## config.mk

```make
export PLATFORM = sky130hd
export DESIGN_NAME = weighted_filter_pipe
export DESIGN_NICKNAME = d
export VERILOG_FILES = /design/src/rtl/weighted_filter_pipe.sv
export SDC_FILE = /design/constraint.sdc
export NUM_CORES = 2
export LEC_CHECK = 0
export BUFFER_PORTS_ARGS = -buffer_cell sky130_fd_sc_hd__clkbuf_2
export CORE_MARGIN = 4
export CORE_UTILIZATION = 59
export DETAILED_ROUTE_END_ITERATION = 10
export PLACE_DENSITY = 0.78
export SLEW_MARGIN = 0
export SYNTH_ARGS = -nofsm -noshare
export SYNTH_HDL_FRONTEND = slang
export SYNTH_SLANG_ARGS = --single-unit
```

## constraint.sdc

```tcl
create_clock -name clk -period 11.4 [get_ports clk]
set_input_delay 2.28 -clock clk [delete_from_list [all_inputs] [get_ports clk]]
set_output_delay 2.28 -clock clk [all_outputs]
set_load 0.01 [all_outputs]
```

## src/rtl/weighted_filter_pipe.sv

```systemverilog
// Edge-preserving weighted mean over a WIN x WIN window: weights, products, sums,
// then a bit-serial restoring divide. One window in flight, valid/ready on both sides.
module weighted_filter_pipe #(
  parameter int PIX_W = 8,
  parameter int WIN   = 3,
  parameter int W_MAX = 248
) (
  input  logic                     clk,
  input  logic                     rst,
  input  logic [WIN*WIN*PIX_W-1:0] win_pixels,
  input  logic [1:0]               mode,
  input  logic                     in_valid,
  output logic                     in_ready,
  output logic [PIX_W-1:0]         out_pixel,
  output logic                     out_valid,
  input  logic                     out_ready,
  output logic                     busy
);
  localparam int N   = WIN * WIN;
  localparam int C   = (N - 1) / 2;
  localparam int DW  = PIX_W + 1;
  localparam int PW2 = 2 * PIX_W;
  localparam int AW  = 2 * PIX_W + 5;
  localparam int BW  = PIX_W + 5;
  localparam int CW  = $clog2(PIX_W + 1);
  localparam logic [PIX_W:0] WMAX_L = DW'(W_MAX);

  typedef enum logic [2:0] {IDLE, WEIGHT, SUM, DIV, OUT} state_t;
  state_t state, state_nxt;

  logic [N*PIX_W-1:0] win_p0;
  logic [1:0]         mode_p0;
  logic [PIX_W-1:0]   w_p1    [N];
  logic [PW2-1:0]     prod_p1 [N];
  logic [AW-1:0]      a_p2;
  logic [BW-1:0]      b_p2;
  logic [BW-1:0]      rem_p3;
  logic [PIX_W-1:0]   num_p3;
  logic [PIX_W-2:0]   quot_p3;
  logic [CW-1:0]      cnt;

  logic [PIX_W-1:0] w_nxt    [N];
  logic [PW2-1:0]   prod_nxt [N];
  logic [AW-1:0]    a_sum;
  logic [BW-1:0]    b_sum;
  logic [BW:0]      rem_sh;
  logic [BW-1:0]    rem_sub;
  logic [BW-1:0]    rem_nxt;
  logic             q_bit;
  logic             accept;

  // Mode 01 is a plain box mean, 10 passes the centre through, 00/11 are adaptive.
  function automatic logic [PIX_W-1:0] tap_weight(input logic [PIX_W-1:0] p,
                                                  input logic [PIX_W-1:0] pc,
                                                  input logic [1:0]       m,
                                                  input logic             is_c);
    logic signed [PIX_W+1:0] diff;
    logic [PIX_W:0]          d;
    logic [PIX_W-1:0]        w;
    diff = $signed({2'b00, p}) - $signed({2'b00, pc});
    d    = diff[PIX_W+1] ? DW'(-diff) : DW'(diff);
    w    = (d >= WMAX_L) ? '0 : PIX_W'(WMAX_L - d);
    case (m)
      2'b01:   tap_weight = PIX_W'(1);
      2'b10:   tap_weight = is_c ? PIX_W'(1) : '0;
      default: tap_weight = is_c ? PIX_W'(W_MAX) : w;
    endcase
  endfunction

  assign busy     = (state != IDLE);
  assign in_ready = (state == IDLE) || ((state == OUT) && out_ready);
  assign accept   = in_valid && in_ready;

  always_ff @(posedge clk) begin
    if (rst) state <= IDLE;
    else     state <= state_nxt;
  end

  always_comb begin
    state_nxt = state;
    case (state)
      IDLE:    if (accept) state_nxt = WEIGHT;
      WEIGHT:  state_nxt = SUM;
      SUM:     state_nxt = DIV;
      DIV:     if (cnt == CW'(PIX_W)) state_nxt = OUT;
      OUT:     if (out_ready) state_nxt = in_valid ? WEIGHT : IDLE;
      default: state_nxt = IDLE;
    endcase
  end

  always_comb begin
    for (int i = 0; i < N; i++) begin
      w_nxt[i]    = tap_weight(win_p0[i*PIX_W +: PIX_W], win_p0[C*PIX_W +: PIX_W],
                               mode_p0, (i == C));
      prod_nxt[i] = PW2'(w_nxt[i]) * PW2'(win_p0[i*PIX_W +: PIX_W]);
    end
  end

  always_comb begin
    a_sum = '0;
    b_sum = '0;
    for (int i = 0; i < N; i++) begin
      a_sum = a_sum + AW'(prod_p1[i]);
      b_sum = b_sum + BW'(w_p1[i]);
    end
  end

  // Partial remainder always stays below B, so only the shifted value needs the extra bit.
  always_comb begin
    rem_sh  = {rem_p3, num_p3[PIX_W-1]};
    q_bit   = (rem_sh >= {1'b0, b_p2});
    rem_sub = rem_sh[BW-1:0] - b_p2;
    rem_nxt = q_bit ? rem_sub : rem_sh[BW-1:0];
  end

  always_ff @(posedge clk) begin
    if (rst) begin
      win_p0    <= '0;
      mode_p0   <= '0;
      for (int i = 0; i < N; i++) begin
        w_p1[i]    <= '0;
        prod_p1[i] <= '0;
      end
      a_p2      <= '0;
      b_p2      <= '0;
      rem_p3    <= '0;
      num_p3    <= '0;
      quot_p3   <= '0;
      cnt       <= '0;
      out_pixel <= '0;
      out_valid <= 1'b0;
    end else begin
      // p0: capture the window on the accept edge
      if (accept) begin
        win_p0  <= win_pixels;
        mode_p0 <= mode;
      end
      // p1: per-tap weights and products
      if (state == WEIGHT) begin
        for (int i = 0; i < N; i++) begin
          w_p1[i]    <= w_nxt[i];
          prod_p1[i] <= prod_nxt[i];
        end
      end
      // p2: numerator and denominator sums
      if (state == SUM) begin
        a_p2 <= a_sum;
        b_p2 <= b_sum;
        cnt  <= '0;
      end
      // p3: first DIV cycle loads the divider, then one quotient bit per cycle
      if (state == DIV) begin
        cnt <= cnt + CW'(1);
        if (cnt == '0) begin
          rem_p3  <= a_p2[AW-1:PIX_W];
          num_p3  <= a_p2[PIX_W-1:0];
          quot_p3 <= '0;
        end else begin
          rem_p3  <= rem_nxt;
          num_p3  <= {num_p3[PIX_W-2:0], 1'b0};
          quot_p3 <= {quot_p3[PIX_W-3:0], q_bit};
          if (cnt == CW'(PIX_W)) begin
            out_pixel <= {quot_p3, q_bit};
            out_valid <= 1'b1;
          end
        end
      end
      if ((state == OUT) && out_ready) out_valid <= 1'b0;
    end
  end
endmodule

```

# --- Yosys cells after proc, flatten, opt, wreduce, memory -nomap -nowiden ---
# Memories as Yosys holds them, arrays and structs flattened.
# Cells that the tools add are included.
totals:
  output_inout_bits: 11
  wordCells: 172
  ramBits: 216
  memories: 2
  register_bits: 152
  in_bits: 78
op_classes:
  eq_ne: 10
  mul: 9
  n_mux: 59
  bitwise_logic: 19
  reduce_logical: 11
  n_lt_le_gt_ge: 9
  n_addsub: 42
memory_table:
  columns: ["name", "words", "width", "read_ports", "rd_ports_with_merged_regs", "write_ports", "line", "source"]
  rows:
  - ["prod_p1", 9, 16, 9, 0, 9, "34", "logic [PW2-1:0] prod_p1 [N];"]
  - ["w_p1", 9, 8, 9, 0, 9, "33", "logic [PIX_W-1:0] w_p1 [N];"]
ops:
  columns: ["op", "n"]
  rows:
  - ["8-bit two-way mux", 19]
  - ["8-bit by 8-bit multiplier with 16-bit output", 9]
  - ["16-bit two-way mux", 9]
  - ["8-bit one-hot mux with 2 select lines", 8]
  - ["9-bit by 8-bit >= comparator with 1-bit output (second input constant)", 8]
  - ["9-bit two-way mux", 8]
  - ["9-bit negator", 8]
  - ["8-bit by 8-bit subtractor with 9-bit output", 8]
  - ["8-bit subtractor (first input constant)", 8]
  - ["21-bit by 16-bit adder with 21-bit output", 3]
  - ["13-bit by 8-bit adder with 13-bit output", 3]
  - ["13-bit two-way mux", 2]
  - ["20-bit by 16-bit adder with 21-bit output", 1]
  - ["19-bit by 16-bit adder with 20-bit output", 1]
  - ["18-bit by 16-bit adder with 19-bit output", 1]
  - ["17-bit by 16-bit adder with 18-bit output", 1]
  - ["1-bit bitwise OR", 18]
  - ["16-bit by 16-bit adder with 17-bit output", 1]
  - ["3-bit one-hot mux with 5 select lines", 1]
  - ["14-bit by 13-bit >= comparator with 1-bit output", 1]
  - ["12-bit by 8-bit adder with 13-bit output", 1]
  - ["13-bit subtractor", 1]
  - ["11-bit by 8-bit adder with 12-bit output", 1]
  - ["10-bit by 8-bit adder with 11-bit output", 1]
  - ["other kinds (23)", 37]

# --- Depth between registers and ports, before layout ---
logic_depth:
  depth_word: 8
  mapped_depth: 34
  ltp_nobuf: 33

# --- Worst setup path after synthesis ---
# OpenSTA, ideal clock, no wires.
synth_path:
  path_type: "reg2reg"
  start: "register state[2]"
  end: "memory prod_p1[0][0] (netlist name), enable pin"
  arrival_ps: 10182
  required_ps: 10576
  path_stages_with_launch: 3
  setup_ps: 824
  path_buffers: 0
  path_slack_ps: 394
  synth_period_minus_slack_ps: 11006
  cell_sequence: "dfxtp_1 nand2b_1 o21bai_1"
synth_rtl:
  columns: ["element", "line", "source"]
  rows:
  - ["from (decl)", "29", "state_t state, state_nxt;"]
  - ["from (signal assigned)", "76", "else state <= state_nxt;"]
  - ["to (decl)", "34", null]

==> key figures <==
Timing
  – Least-Margin Pin Slew: 1122 ps
  – Slew HR: 25.18%
  – RSZ-0062 raised after global routing: false
  – Post-route clock period utilization: 76.05%
  – Final setup viols: 0
  – Final Hold Viols: 0
  – Clock Skew: around 20 ps
  – Final setup TNS: 0 ps
  – Fin crit period: a little under 9000 ps
  – Final setup margin: between 2000 and 3000 ps
  – Final Max Tran Viols: 0
  – Fmax: 0.1153 GHz

Global route
  – Vias in the first global route: around 35000
  – GR Overflow Total: 0
  – Largest net degree at the start of global routing: about 100
  – All-Layer GR Usage: 31.10%
  – First-pass GRT wire length: 192000 um
  – Initial antenna violation count: 3

Pwr
  – Sequential fraction of design power: 15.9%
  – Maximum VDD drop: 0.2784 mV
  – Pwr dens: 232.8 nW/um^2
  – Clk pwr share: 13.2%
  – Leak: 21.43 nW
  – Net switching power: 5.485 mW
  – Gate power share: 70.9%
  – Internal: 5.291 mW
  – Total power: 10.78 mW
  – Sw Ratio: 50.90%

Synthesis
  – Yosys top cell area share: a little over a fifth
  – Post-synth ARST share: 0%
  – Synth top cells by count: inv_1, fa_1, ha_1
  – Top_reg_cell synth: edfxtp_1
  – Syn_area_per_cell: around 9.1 um^2
  – Sequential fraction of the synthesis area: 21.37%
  – Syn Inst Count: between 4000 and 5000
  – Cell variety after synth: between 100 and 150
  – Synth warnings: 0
  – Synthesized area: 43560 um^2
  – Count leader, synth: inv_1
  – EDFF count, synth: 210
  – Yosys reg bits: between 300 and 400
  – Leading area contributor after synthesis: fa_1
  – Area contributors post-synth: fa_1, edfxtp_1, ha_1

Die
  – Starting density of the core: 59.61%
  – Die area: 78250 um^2
  – Area of the core: 73080 um^2
  – Chip Width: between 200 and 300 um
  – Top Ports: 89
  – Die Y: 279.7 um
  – Site row count: 99

Critical path
  – CP Data Arrival Time: 8990 ps
  – Crit-path max cell delay: 790 ps
  – CP Capture Type: flop
  – CP Launch Type: flop
  – CP max-delay cell: inv_1
  – Crit path top cell by count: inv_1
  – Crit Path Category: flop to flop
  – CP max FO: 12
  – Worst path required time: about 12000 ps

Finish
  – Synthesis-to-finish area growth: 6.250%
  – # fillers: about 6000
  – ANT cells: 0
  – Post-route design area: 46280 um^2
  – Finished Core Util: 63.33%
  – Layout net count: 5796
  – Share of layout cells above drive strength 1: 6.198%

Clock network
  – Clock Sinks: 360
  – Post-CTS Resized: 0
  – Total CTS buffers: 44
  – Max Root-Sink Buffers: 3
  – Clock Latency Late Sink: about 620 ps
  – TritonCTS clock tree: yes
  – Root Buffer: clkbuf_16
  – H-tree depth: 2
  – Hold_buf cts: 0
  – Clock-pin slew on the worst setup and hold paths: 60 ps
  – Setup bufs post-CTS: 0

Placed design
  – PortBufs: a little under 90
  – Gpl congestion: 0.9908
  – DP Area: 44850 um^2
  – Worst slack, placed: around 2900 ps
  – DP HPWL: ~94000 um

Route
  – Post-DR wirelength/cell: 21.04 um
  – DR DRC count: 0
  – Routed wire length: 121700 um
  – Drt first-iter violations: ~3400
  – Vias after detailed routing: roughly 36000
  – Vias/cell: slightly above 6
  – DRT Pass-1 Iters: 7
  – Detail Route Antenna Nets: 0

Min path
  – Hold Crit Class: flop to flop

Flow run
  – Max Cap Viol: 0

Run status
  – Status: completed
-- logic make-up after synthesis --
kind of cell	share of synthesized area (%)
muxes	0.3992
buffers and inverters	7.264
DFF	21.37
AOI/OAI and AO/OA	13.98
adders and majority gates	34.95
xor gates and xnor gates	4.148
other	0.008608
and+or+nand+nor	17.88
-- area by class of cell --
cell class / count / area [um^2] / area share [%]
clock buffers: 54 / 1191 / 2.574
clock inverters: 28 / 247.7 / 0.5353
inverters: 660 / 2477 / 5.353
multi-input cells: 3599 / 31150 / 67.30
flip-flops and latches: 360 / 9309 / 20.11
well taps: 959 / 1200 / 2.592
repair buffers: 123 / 709.4 / 1.533
-- final timing paths --
check,slack (ps),endpoint,depth (start not counted),start
hold / removal,450,a_p2[13],2,a_p2[13]
setup reg to reg,2730,prod_p1[0][142],29,win_p0[34]
setup / recovery,2730,prod_p1[0][142],29,win_p0[34]
hold reg to reg,450,a_p2[13],2,a_p2[13]
-- registers in the layout, indices dropped and copies added, names as in the netlist --
signal and cells:
a_p2 20, b_p2 12, cnt 4, mode_p0 2, num_p3 8, out_pixel 8
out_valid 1, prod_p1 144, quot_p3 7, rem_p3 13, state 3, w_p1 66
win_p0 72
-- power groups by stage --
stage / clock network (mW) / registers (mW) / logic [mW]
5_1_grt: 1.48 / 1.72 / 8.55
3_3_place_gp: 0 / 1.73 / 7.29
3_5_place_dp: 0 / 1.73 / 7.47
6_report: 1.42 / 1.71 / 7.64
2_1_floorplan: 0 / 1.67 / 5.67
4_1_cts: 1.44 / 1.71 / 7.53
-- per-layer routing --
layer / track usage (%) / vias to the layer above / routed length [um]
li1: - / 16477 / -
met1: 41.81 / 17224 / 48720
met2: 50.22 / 1656 / 55420
met3: 5.575 / 299 / 11710
met4: 12.71 / 0 / 5840
met5: 0 / - / 0
-- through the flow --
step,hold slack (ps),cells
final,451.7,5783
after detailed placement,445.7,5701
after floorplan,428.7,4794
after global placement,438.6,5701
after CTS,454.1,5783
after global routing,466.8,5783
-- critical path: cells and delay by family (launching register included) --
family	cells	cell delay (ps)
mux	1	650
xor+xnor	2	680
simple gates	4	620
buf+inv	6	1100
compound gates	9	2220
fa+ha+maj	7	2780
flops	1	320
-- cell usage in the layout (no fill, tap or decap), types with 41 or more instances in the layout --
cell type    n
a21oi_1    267
nor2b_1     49
nand3_1    116
xor2_1      83
and3_1     113
ha_1       451
dfxtp_1    150
clkbuf_16   45
a211oi_1    55
xnor2_1    108
nor2_1     317
fa_1       478
edfxtp_1   210
and2_1      83
nand2_1    409
inv_1      659
or3_1       41
a21o_1      61
o21ai_0    156
nor3_1     193
clkbuf_2    88
(Power assumes the default switching activity.)
